==> config.mk <==
export PLATFORM = sky130hd
export DESIGN_NAME = mips_load_run_ctrl
export DESIGN_NICKNAME = d
export VERILOG_FILES = /design/src/rtl/mips_load_run_ctrl.sv
export SDC_FILE = /design/constraint.sdc
export NUM_CORES = 1
export LEC_CHECK = 0
export CORE_MARGIN = 2
export CORE_UTILIZATION = 50
export DETAILED_ROUTE_END_ITERATION = 8
export GPL_TIMING_DRIVEN = 0
export MAX_ROUTING_LAYER = met4
export PLACE_DENSITY_LB_ADDON = 0.3
export SETUP_SLACK_MARGIN = 0.15
export SLEW_MARGIN = 20
export SYNTH_ARGS = -nofsm -noshare
export SYNTH_HDL_FRONTEND = slang
export SYNTH_SLANG_ARGS = --single-unit
==> constraint.sdc <==
create_clock -name clk -period 3.6 [get_ports clk]
set_input_delay 0.72 -clock clk [delete_from_list [all_inputs] [get_ports clk]]
set_output_delay 0.72 -clock clk [all_outputs]
set_load 0.02 [all_outputs]
==> src/rtl/mips_load_run_ctrl.sv <==
// Load/run sequencer for the single-cycle MIPS core: streams words into instruction/data memory, then runs the core for a bounded budget.
// Optional LOADER_CHECKSUM_EN: adds a wrapping sum of the payload words written since the last LOAD header.
module mips_load_run_ctrl #(
  parameter int ADDR_W          = 10,
  parameter int BUDGET_W        = 20,
  parameter int CORE_RST_CYCLES = 2
) (
  input  logic              clk,
  input  logic              rst,
  input  logic              s_valid,
  output logic              s_ready,
  input  logic [31:0]       s_data,
  output logic              enable,
  output logic              core_rst,
  output logic              inst_we,
  output logic              data_we,
  output logic [ADDR_W-1:0] wr_addr,
  output logic [31:0]       wr_data,
  output logic              busy,
  output logic              run_done,
  output logic              err,
  output logic [31:0]       checksum
);

  localparam int RC_W = (CORE_RST_CYCLES > 1) ? $clog2(CORE_RST_CYCLES) : 1;
  localparam logic [RC_W-1:0] RC_LAST = RC_W'(CORE_RST_CYCLES - 1);

  localparam logic [1:0] CMD_LOAD_I = 2'b00;
  localparam logic [1:0] CMD_LOAD_D = 2'b01;
  localparam logic [1:0] CMD_RUN    = 2'b10;
  localparam logic [1:0] CMD_ABORT  = 2'b11;

  typedef enum logic [1:0] {S_IDLE, S_LOAD, S_CRST, S_RUN} state_t;

  state_t              state_q, state_d;
  logic [ADDR_W-1:0]   addr_q, addr_d;
  logic [ADDR_W-1:0]   cnt_q, cnt_d;
  logic                tgt_q, tgt_d;
  logic [BUDGET_W-1:0] budget_q, budget_d;
  logic [RC_W-1:0]     rc_q, rc_d;
  logic                s_ready_q, s_ready_d;
  logic                enable_q, enable_d;
  logic                core_rst_q, core_rst_d;
  logic                inst_we_q, inst_we_d;
  logic                data_we_q, data_we_d;
  logic [ADDR_W-1:0]   wr_addr_q, wr_addr_d;
  logic [31:0]         wr_data_q, wr_data_d;
  logic                run_done_q, run_done_d;
  logic                err_q, err_d;
  logic                acc;
  logic [1:0]          cmd;

  assign acc = s_valid & s_ready_q;
  assign cmd = s_data[31:30];

  always_comb begin
    state_d    = state_q;
    addr_d     = addr_q;
    cnt_d      = cnt_q;
    tgt_d      = tgt_q;
    budget_d   = budget_q;
    rc_d       = rc_q;
    inst_we_d  = 1'b0;
    data_we_d  = 1'b0;
    wr_addr_d  = wr_addr_q;
    wr_data_d  = wr_data_q;
    run_done_d = 1'b0;
    err_d      = err_q;
    case (state_q)
      S_IDLE: begin
        if (acc) begin
          case (cmd)
            CMD_LOAD_I, CMD_LOAD_D: begin
              state_d = S_LOAD;
              tgt_d   = (cmd == CMD_LOAD_D);
              addr_d  = s_data[ADDR_W-1:0];
              cnt_d   = s_data[ADDR_W+15:16];
            end
            CMD_RUN: begin
              state_d  = S_CRST;
              budget_d = s_data[BUDGET_W-1:0];
              rc_d     = '0;
            end
            default: ;
          endcase
        end
      end
      S_LOAD: begin
        if (acc) begin
          wr_addr_d = addr_q;
          wr_data_d = s_data;
          inst_we_d = ~tgt_q;
          data_we_d = tgt_q;
          addr_d    = addr_q + 1'b1;
          cnt_d     = cnt_q - 1'b1;
          if (cnt_q == '0) state_d = S_IDLE;
        end
      end
      S_CRST: begin
        rc_d = rc_q + 1'b1;
        if (rc_q == RC_LAST) state_d = S_RUN;
      end
      S_RUN: begin
        if (acc && cmd == CMD_ABORT) begin
          state_d    = S_IDLE;
          run_done_d = 1'b1;
        end else begin
          if (acc) err_d = 1'b1;
          // A zero budget never counts down: the run only ends on ABORT.
          if (budget_q != '0) begin
            budget_d = budget_q - 1'b1;
            if (budget_q == BUDGET_W'(1)) begin
              state_d    = S_IDLE;
              run_done_d = 1'b1;
            end
          end
        end
      end
      default: state_d = S_IDLE;
    endcase
    s_ready_d  = (state_d != S_CRST);
    enable_d   = (state_d == S_IDLE) || (state_d == S_LOAD);
    core_rst_d = (state_d != S_RUN);
  end

  always_ff @(posedge clk or posedge rst) begin
    if (rst) begin
      state_q    <= S_IDLE;
      addr_q     <= '0;
      cnt_q      <= '0;
      tgt_q      <= 1'b0;
      budget_q   <= '0;
      rc_q       <= '0;
      s_ready_q  <= 1'b0;
      enable_q   <= 1'b1;
      core_rst_q <= 1'b1;
      inst_we_q  <= 1'b0;
      data_we_q  <= 1'b0;
      wr_addr_q  <= '0;
      wr_data_q  <= '0;
      run_done_q <= 1'b0;
      err_q      <= 1'b0;
    end else begin
      state_q    <= state_d;
      addr_q     <= addr_d;
      cnt_q      <= cnt_d;
      tgt_q      <= tgt_d;
      budget_q   <= budget_d;
      rc_q       <= rc_d;
      s_ready_q  <= s_ready_d;
      enable_q   <= enable_d;
      core_rst_q <= core_rst_d;
      inst_we_q  <= inst_we_d;
      data_we_q  <= data_we_d;
      wr_addr_q  <= wr_addr_d;
      wr_data_q  <= wr_data_d;
      run_done_q <= run_done_d;
      err_q      <= err_d;
    end
  end

`ifdef LOADER_CHECKSUM_EN
  logic [31:0] csum_q, csum_d;

  always_comb begin
    csum_d = csum_q;
    if (acc && state_q == S_IDLE && !s_data[31]) csum_d = '0;
    else if (acc && state_q == S_LOAD)           csum_d = csum_q + s_data;
  end

  always_ff @(posedge clk or posedge rst) begin
    if (rst) csum_q <= '0;
    else     csum_q <= csum_d;
  end

  assign checksum = csum_q;
`else
  assign checksum = '0;
`endif

  assign s_ready  = s_ready_q;
  assign enable   = enable_q;
  assign core_rst = core_rst_q;
  assign inst_we  = inst_we_q;
  assign data_we  = data_we_q;
  assign wr_addr  = wr_addr_q;
  assign wr_data  = wr_data_q;
  assign busy     = (state_q != S_IDLE);
  assign run_done = run_done_q;
  assign err      = err_q;

endmodule

==> impl_metrics.env, run 1 <==
export IMPL_status="finished, final reports clean"
export IMPL_synthSimpleGateAreaFrac=0.145
export IMPL_synth_mux_area_frac=0.0960
export IMPL_setup_viol=0
export IMPL_async_reset_ff_frac=1.00
export IMPL_fin_nets=659
export IMPL_tns_ns=0
export IMPL_synth_top_family_by_area="compound AO/OA/AOI/OAI gates"
export IMPL_postCtsSetupRepairBufs=0
export IMPL_p_clk_frac=0.151
export IMPL_dr_pass1_iters=5
export IMPL_routabilityCongestion=0.896
export IMPL_clockBufferDepth=2
export IMPL_synth_edff_count=0
export IMPL_max_slew_margin_rel=0.538
export IMPL_drc=0
export IMPL_cts_inserted_buffers=9
export IMPL_cts_hold_buf=0
export IMPL_syn_avg_cell_area_um2=9.74
export IMPL_antennaDiodeCount=0
export IMPL_post_drt_wl_per_cell_um=15.9
export IMPL_fmax_mhz=366
export IMPL_maxCapViolations=0
export IMPL_h_tree_depth=3
export IMPL_tightest_slew_ns=0.686
export IMPL_synth_xor_area_frac=0
export IMPL_maxUsedRoutingLayer="met4"
export IMPL_final_period_utilization=0.760
export IMPL_clock_latency_ns=0.38
export IMPL_wl_met1_um=5320
export IMPL_cts_tree="done"
export IMPL_clockRootBuffer="clkbuf_8"
export IMPL_grt_ovfl_total=0
export IMPL_portBuffers=82
export IMPL_synthCells=494
export IMPL_fin_util=0.663
export IMPL_synth_cell_type_count=51
export IMPL_synthFlopType="dfrtp_1"
export IMPL_powerDensity_nw_per_um2=809
export IMPL_io_pins=117
export IMPL_final_cell_area_um2=6160
export IMPL_min_period_ns=2.73
export IMPL_drive_gt1_frac=0.178
export IMPL_critPathRequiredTime_ns=3.87
export IMPL_area_growth_pct=28.0
export IMPL_crit_path_start="s_valid"
export IMPL_ir_worst_vdd_mv=0.454
export IMPL_crit_chain="clkdlybuf4s50_1, nand2_1, nor3_2, nand2_1, clkbuf_1, mux2_2"
export IMPL_crit_arrival_ns=3.00
export IMPL_netSwitchingPower_mw=2.14
export IMPL_skew_ns=0.0179
export IMPL_start_kind="input pin"
export IMPL_p_leak_nw=2.66
export IMPL_crit_path_end_kind="register"
export IMPL_dpl_instance_area_um2=5940
export IMPL_wl_met3_um=759
export IMPL_drtAntennaViolNets=0
export IMPL_slew_viol_final=0
export IMPL_dpl_hpwl_um=8580
export IMPL_final_common_cell="dfrtp_1"
export IMPL_core_area_um2=9280
export IMPL_hold_path_class="register to register"
export IMPL_total_power_mw=4.98
export IMPL_die_x_um=102
export IMPL_path_class="input pin to register"
export IMPL_gr_usage_all_layers=0.245
export IMPL_synth_compound_area_frac=0.175
export IMPL_path_buf_inv=2
export IMPL_r2r_start="budget_q[0]$_DFFE_PP0P_"
export IMPL_slowest_delay_ns=0.57
export IMPL_grt_pass1_wl_um=19200
export IMPL_fill_cells=798
export IMPL_synth_area_um2=4810
export IMPL_clkTransAtPathRegs_ns=0.10
export IMPL_yosysSeqAreaShare=0.484
export IMPL_clock_sinks=93
export IMPL_switching_share=0.429
export IMPL_grt_max_degree=48
export IMPL_grt_setup_unrepaired="false"
export IMPL_whs_ns=0.448
export IMPL_p_int_mw=2.85
export IMPL_first_global_vias=3989
export IMPL_cp_max_fo=10
export IMPL_cts_resized_gates=0
export IMPL_finalHoldViolCount=0
export IMPL_wl_met2_um=5700
export IMPL_rows=35
export IMPL_floorplan_initialDensity=0.518
export IMPL_die_area_um2=10400
export IMPL_die_h_um=102
export IMPL_crit_path_top_delay_cell="clkdlybuf4s50_1"
export IMPL_crit_path_frequent_cell="nand2_1"
export IMPL_dr_total_vias=4224
export IMPL_layout_common_cells="dfrtp_1, clkdlybuf4s50_1, a21oi_1, mux2_2, nor2_1"
export IMPL_synth_adder_area_share=0.0130
export IMPL_dr_first_iter_drc_count=309
export IMPL_pwr_share_comb=0.481
export IMPL_seqPwrFrac=0.368
export IMPL_antenna_found_initial=0
export IMPL_hp_start="tgt_q$_DFFE_PP0P_"
export IMPL_routed_wl_um=12000
export IMPL_ys_warn_count=0
export IMPL_viasPerCell=5.61
export IMPL_path_delay_family="simple AND/OR/NAND/NOR gates"
export IMPL_yosys_register_bits=93
[power groups by stage]
stage	clock, mW	combinational (mW)	sequential, mW
after floorplan	0	1.35	2.00
after global placement	0	2.32	1.81
after detailed placement	0	2.38	1.84
after CTS	0.773	2.39	1.83
after global routing	0.817	2.63	1.89
final	0.752	2.40	1.83
[final cells by class]
class | count | area, um^2 | share of cell area
Timing Repair Buffer | 83 | 848 | 0.138
Buffer | 61 | 365 | 0.0593
Clock inverter | 7 | 92.6 | 0.0150
Multi-Input combinational cell | 358 | 2180 | 0.355
Sequential cell | 93 | 2330 | 0.378
Inverter | 13 | 53.8 | 0.00874
Tap cell | 129 | 161 | 0.0262
Clock buffer | 9 | 124 | 0.0201
[logic make-up after synthesis]
kind of cell,after synthesis
buffers and inverters,74
other,1
AOI/OAI and AO/OA,145
muxes,41
and+or+nand+nor,135
adders and majority gates,5
DFF,93
[path summary, 6_finish.rpt]
path | end | slack [ns] | cells after the start
worst max-delay path | wr_data[19]$_DFFE_PP0P_ | 0.87 | 6
worst min-delay path | inst_we$_DFF_PP0_ | 0.45 | 1
worst max register to register | budget_q[14]$_DFFE_PP0P_ | 1.17 | 7
worst min register to register | inst_we$_DFF_PP0_ | 0.45 | 1
max in group asynchronous | core_rst$_DFF_PP1_ | 2.25 | 3
min in group asynchronous | run_done$_DFF_PP0_ | 0.74 | 2
[sequential cells by signal (all words and copies together), names as in the netlist]
| register | count |
|---|---|
| err | 1 |
| tgt_q | 1 |
| cnt_q | 10 |
| wr_addr | 10 |
| wr_data | 32 |
| s_ready | 1 |
| rc_q | 1 |
| budget_q | 20 |
| addr_q | 10 |
| data_we | 1 |
| state_q | 2 |
| inst_we | 1 |
| enable | 1 |
| run_done | 1 |
| core_rst | 1 |
[cells in the mapped netlist (all sizes together) (6+ instances only)]
library cell | instances | area [um^2]
a21oi | 55 | 275
clkbuf | 19 | 72.6
nor2 | 40 | 150
o22ai | 16 | 100
dfrtp | 91 | 2280
nor4 | 7 | 58.8
nand2 | 28 | 105
inv | 13 | 48.8
o21ai | 41 | 205
o22a | 6 | 52.6
nand3 | 11 | 55.1
buf | 42 | 293
or3 | 9 | 56.3
mux2 | 41 | 462
nor3 | 13 | 80.1
[through the flow]
stage / worst slack, ns / std cells
4_1_cts: 0.899 / 753
2_1_floorplan: 0.463 / 525
3_3_place_gp: -1.00 / 736
6_report: 0.865 / 753
3_5_place_dp: 0.499 / 737
5_1_grt: 0.755 / 753
[layer usage]
layer	vias up	global-route usage
met4	0	0.0892
met3	19	0.0431
met5	-	-
li1	1963	-
met2	182	0.381
met1	2060	0.325
No activity file was read; power rests on OpenSTA's default activity.
==> run 2, diff against run 1 <==
CORE_UTILIZATION = 45   (was 50)
clock period = 2.4 ns   (was 3.6 ns; I/O delays follow)
==> run 2 against run 1 <==
Clock-buffer cell count unchanged. Total power increased by 53%. Clock skew decreased by 0.0060 ns. Sequential cell count unchanged. Sequential power increased by 51%. Sequential share of layout area decreased by 0.70 points. Die area increased by 11%. Routed wire length increased by 3.8%.
==> impl_metrics.env, run 2 (same netlist as run 1, synthesis figures left out) <==
export IMPL_ff2ff_path_depth=7
export IMPL_fmax_mhz=467
export IMPL_hold_path_class="register to register"
export IMPL_grt_max_degree=30
export IMPL_final_common_cell="dfrtp_1"
export IMPL_drive_gt1_frac=0.199
export IMPL_antennaDiodeCount=0
export IMPL_post_drt_wl_per_cell_um=16.3
export IMPL_antenna_found_initial=0
export IMPL_tns_ns=0
export IMPL_die_x_um=107
export IMPL_routed_wl_um=12400
export IMPL_clkTransAtPathRegs_ns=0.10
export IMPL_final_period_utilization=0.892
export IMPL_crit_arrival_ns=2.40
export IMPL_worst_path_stages=7
export IMPL_dr_first_iter_drc_count=287
export IMPL_fill_cells=877
export IMPL_r2r_start="budget_q[0]$_DFFE_PP0P_"
export IMPL_clock_sinks=93
export IMPL_area_growth_pct=30.4
export IMPL_drc=0
export IMPL_dr_total_vias=4299
export IMPL_dp_cells=746
export IMPL_die_area_um2=11500
export IMPL_clockRootBuffer="clkbuf_8"
export IMPL_maxCapViolations=0
export IMPL_setup_viol=0
export IMPL_drtAntennaViolNets=0
export IMPL_hp_start="err$_DFFE_PP0P_"
export IMPL_h_tree_depth=3
export IMPL_routabilityCongestion=0.892
export IMPL_final_cells=764
export IMPL_portBuffers=82
export IMPL_crit_path_end_kind="register"
export IMPL_p_leak_nw=2.70
export IMPL_finalHoldViolCount=0
export IMPL_cts_tree="done"
export IMPL_r2r_end="budget_q[12]$_DFFE_PP0P_"
export IMPL_crit_path_top_delay_cell="or4b_4"
export IMPL_cp_max_fo=6
export IMPL_rows=37
export IMPL_status="finished, final reports clean"
export IMPL_setup_ws_ns=0.259
export IMPL_clock_latency_ns=0.37
export IMPL_path_delay_family="simple AND/OR/NAND/NOR gates"
export IMPL_layout_common_cells="dfrtp_1, clkdlybuf4s50_1, a21oi_1, mux2_2, nor2_1"
export IMPL_path_buf_inv=1
export IMPL_fin_nets=663
export IMPL_place_ws_ns=-0.481
export IMPL_first_global_vias=4221
export IMPL_slew_viol_final=0
export IMPL_slowest_delay_ns=0.49
export IMPL_tightest_slew_ns=0.542
export IMPL_dr_pass1_iters=5
export IMPL_crit_chain="inv_2, ha_4, or4b_4, or3_4, o31a_1, o21ai_1, o21ai_0"
export IMPL_cts_inserted_buffers=9
export IMPL_floorplan_initialDensity=0.464
export IMPL_hold_path_cell_count=1
export IMPL_core_area_um2=10400
export IMPL_max_slew_margin_rel=0.639
export IMPL_fin_util=0.605
export IMPL_start_kind="register"
export IMPL_clockBufferDepth=2
export IMPL_regToRegSetupSlack_ns=0.26
export IMPL_whs_endpoint="err$_DFFE_PP0P_"
export IMPL_largest_register_ffs=32
export IMPL_dpl_hpwl_um=9000
export IMPL_skew_ns=0.0120
export IMPL_viasPerCell=5.63
export IMPL_io_pins=117
export IMPL_gr_usage_all_layers=0.227
export IMPL_path_class="register to register"
export IMPL_ir_worst_vdd_mv=0.631
export IMPL_min_period_ns=2.14
export IMPL_grt_setup_unrepaired="false"
export IMPL_critPathRequiredTime_ns=2.65
export IMPL_grt_pass1_wl_um=20400
export IMPL_powerDensity_nw_per_um2=1210
export IMPL_grt_ovfl_total=0
export IMPL_whs_ns=0.474
export IMPL_die_h_um=107
-- run 2: cell types whose count changed in the layout (fill, tap and decap cells not counted), sizes merged --
cell and delta:
dlymetal6s2s +1, inv -1, buf +5, clkdlybuf4s50 -1, clkbuf -1, clkinvlp +1
-- run 2: power breakdown --
| part | total, mW | switching [mW] | internal (mW) | leakage (nW) |
|---|---|---|---|---|
| Sequential | 2.77 | 0.564 | 2.20 | 1.12 |
| Combinational | 3.71 | 2.10 | 1.60 | 1.47 |
| Clock | 1.14 | 0.634 | 0.509 | 0.109 |
-- run 2: per-layer routing --
metal / vias up / GRT usage / wire length, um
met5: - / - / 0
met4: 0 / 0.0714 / 227
li1: 1984 / - / -
met2: 226 / 0.366 / 5920
met3: 26 / 0.0393 / 979
met1: 2063 / 0.295 / 5320
-- run 2: cell type report --
cell class | instances | area (um^2) | area share
buffer | 61 | 368 | 0.0586
clock buffer | 9 | 124 | 0.0197
clock inverter | 7 | 92.6 | 0.0148
inverter | 13 | 52.6 | 0.00837
multi-input combinational | 358 | 2230 | 0.356
sequential | 93 | 2330 | 0.371
tap | 136 | 170 | 0.0271
timing repair buffer | 87 | 906 | 0.144
-- run 2: per-stage QoR --
| step | area [um^2] | total power, mW |
|---|---|---|
| after detailed placement | 5990 | 6.37 |
| final | 6270 | 7.62 |
| after global placement | 5920 | 6.21 |
| after floorplan | 4930 | 5.03 |
| after CTS | 6240 | 7.55 |
| after global routing | 6270 | 8.14 |
-- run 2: worst register-to-register path, stage by stage (launching register included) --
cell     delay [ns]
dfrtp_1        0.45
inv_2          0.12
ha_4           0.17
or4b_4         0.49
or3_4          0.37
o31a_1         0.24
o21ai_1        0.11
o21ai_0        0.09
-- run 2: what timing repair did --
| action | 4_1_cts | 5_1_grt |
|---|---|---|
| buffers inserted | 0 | 2 |
| resized for setup | 7 | 10 |
| pin swaps | 0 | 2 |
| endpoints found under the setup margin | 48 | 55 |
| hold buffers | 0 | 0 |
-- run 2: worst max path at each step --
| stage | from | slack (ns) | end |
|---|---|---|---|
| after global placement | s_valid | -0.45 | wr_data[17]$_DFFE_PP0P_ |
| after detailed placement | s_valid | -0.48 | wr_data[19]$_DFFE_PP0P_ |
| after global routing | budget_q[0]$_DFFE_PP0P_ | 0.15 | budget_q[12]$_DFFE_PP0P_ |
| after CTS | s_valid | 0.15 | wr_data[19]$_DFFE_PP0P_ |
| final | budget_q[0]$_DFFE_PP0P_ | 0.26 | budget_q[12]$_DFFE_PP0P_ |
| after floorplan | budget_q[0]$_DFFE_PP0P_ | 0.29 | budget_q[12]$_DFFE_PP0P_ |
==> run 3, diff against run 2 <==
TNS_END_PERCENT = 20   (was unset)
==> run 3 against run 2 <==
Non-clock buffer count is 1 lower. Setup slack worse by 0.067 ns. Total power is 0.24% lower. Sequential cell count stayed put. Die area stayed put. Critical endpoint unchanged. Via count is 0.98% lower.
==> impl_metrics.env, run 3 (same netlist as run 1, synthesis figures left out) <==
export IMPL_tightest_slew_ns=0.644
export IMPL_gr_usage_all_layers=0.226
export IMPL_crit_path_top_delay_cell="or4b_4"
export IMPL_die_x_um=107
export IMPL_crit_chain="inv_2, ha_4, or4b_4, or3_1, o31a_1, o21ai_1, o21ai_0"
export IMPL_clockRootBuffer="clkbuf_8"
export IMPL_tns_ns=0
export IMPL_fmax_mhz=453
export IMPL_crit_arrival_ns=2.46
export IMPL_rows=37
export IMPL_path_buf_inv=1
export IMPL_p_leak_nw=2.69
export IMPL_first_global_vias=4200
export IMPL_drtAntennaViolNets=0
export IMPL_min_period_ns=2.21
export IMPL_hold_path_class="register to register"
export IMPL_clockBufferDepth=2
export IMPL_cts_hold_buf=0
export IMPL_drive_gt1_frac=0.195
export IMPL_antennaDiodeCount=0
export IMPL_final_common_cell="dfrtp_1"
export IMPL_cts_tree="done"
export IMPL_io_pins=117
export IMPL_fin_nets=662
export IMPL_path_class="register to register"
export IMPL_max_slew_margin_rel=0.568
export IMPL_path_delay_family="simple AND/OR/NAND/NOR gates"
export IMPL_die_area_um2=11500
export IMPL_viasPerCell=5.58
export IMPL_core_area_um2=10400
export IMPL_crit_path_end_kind="register"
export IMPL_grt_max_degree=30
export IMPL_dpl_instance_area_um2=5990
export IMPL_post_drt_wl_per_cell_um=16.4
export IMPL_ir_worst_vdd_mv=0.631
export IMPL_grt_setup_unrepaired="true"
export IMPL_critPathRequiredTime_ns=2.65
export IMPL_drc=0
export IMPL_layout_common_cells="dfrtp_1, clkdlybuf4s50_1, a21oi_1, mux2_2, nor2_1"
export IMPL_clock_sinks=93
export IMPL_dr_pass1_iters=7
export IMPL_area_growth_pct=30.0
export IMPL_slew_viol_final=0
export IMPL_portBuffers=82
export IMPL_slowest_delay_ns=0.51
export IMPL_dr_total_vias=4257
export IMPL_finalHoldViolCount=0
export IMPL_clkTransAtPathRegs_ns=0.10
export IMPL_antenna_found_initial=0
export IMPL_h_tree_depth=3
export IMPL_dpl_hpwl_um=9000
export IMPL_final_cell_area_um2=6250
export IMPL_routed_wl_um=12500
export IMPL_grt_ovfl_total=0
export IMPL_skew_ns=0.0154
export IMPL_cts_inserted_buffers=9
export IMPL_final_period_utilization=0.920
export IMPL_floorplan_initialDensity=0.464
export IMPL_maxCapViolations=0
export IMPL_largest_register_ffs=32
export IMPL_cp_max_fo=6
export IMPL_dr_first_iter_drc_count=307
export IMPL_die_h_um=107
export IMPL_clock_latency_ns=0.37
export IMPL_status="finished, final reports clean"
export IMPL_start_kind="register"
export IMPL_routabilityCongestion=0.892
export IMPL_setup_viol=0
export IMPL_powerDensity_nw_per_um2=1210
export IMPL_grt_pass1_wl_um=20300
run 3: per-layer routing:
metal	track usage	up-vias	part of all wire
met5	-	-	0
met4	0.0714	0	0.019
met3	0.0387	26	0.078
met2	0.362	213	0.48
met1	0.295	2033	0.43
li1	-	1985	-
run 3: cell type report:
cell class | instances | area (um^2)
buffer | 61 | 367
clock inverter | 7 | 92.6
sequential | 93 | 2330
tap | 136 | 170
clock buffer | 9 | 124
multi-input combinational | 358 | 2220
inverter | 13 | 52.6
fill | 884 | 4120
timing repair buffer | 86 | 898
run 3: final timing paths:
path / endpoint / cells past startpoint / slack [ns] / start
worst max-delay path: budget_q[12]$_DFFE_PP0P_ / 7 / 0.19 / budget_q[0]$_DFFE_PP0P_
worst min-delay path: err$_DFFE_PP0P_ / 1 / 0.47 / err$_DFFE_PP0P_
worst max register to register: budget_q[12]$_DFFE_PP0P_ / 7 / 0.19 / budget_q[0]$_DFFE_PP0P_
worst min register to register: err$_DFFE_PP0P_ / 1 / 0.47 / err$_DFFE_PP0P_
max in group asynchronous: budget_q[2]$_DFFE_PP0P_ / 5 / 1.03 / rst
min in group asynchronous: err$_DFFE_PP0P_ / 2 / 0.48 / rst
run 3: power breakdown:
part           internal [mW]  total [mW]  switching [mW]
combinational           1.59        3.69            2.10
clock                  0.509        1.14           0.634
sequential              2.20        2.76           0.559
run 3: repair_timing:
action	4_1_cts	5_1_grt
setup buffers	0	1
gates resized for setup	3	10
endpoints found under the setup margin	48	62
pin swaps	0	2
run 3: metrics by stage:
stage	power, mW	hold WS [ns]	util	worst slack (ns)	std cells
global placement	6.21	0.446	0.571	-0.448	743
floorplan	5.03	0.413	-	0.289	525
CTS	7.53	0.469	0.600	0.0258	762
detailed placement	6.37	0.454	0.578	-0.481	746
finish	7.60	0.474	0.603	0.192	763
global route	8.11	0.497	0.603	0.102	763
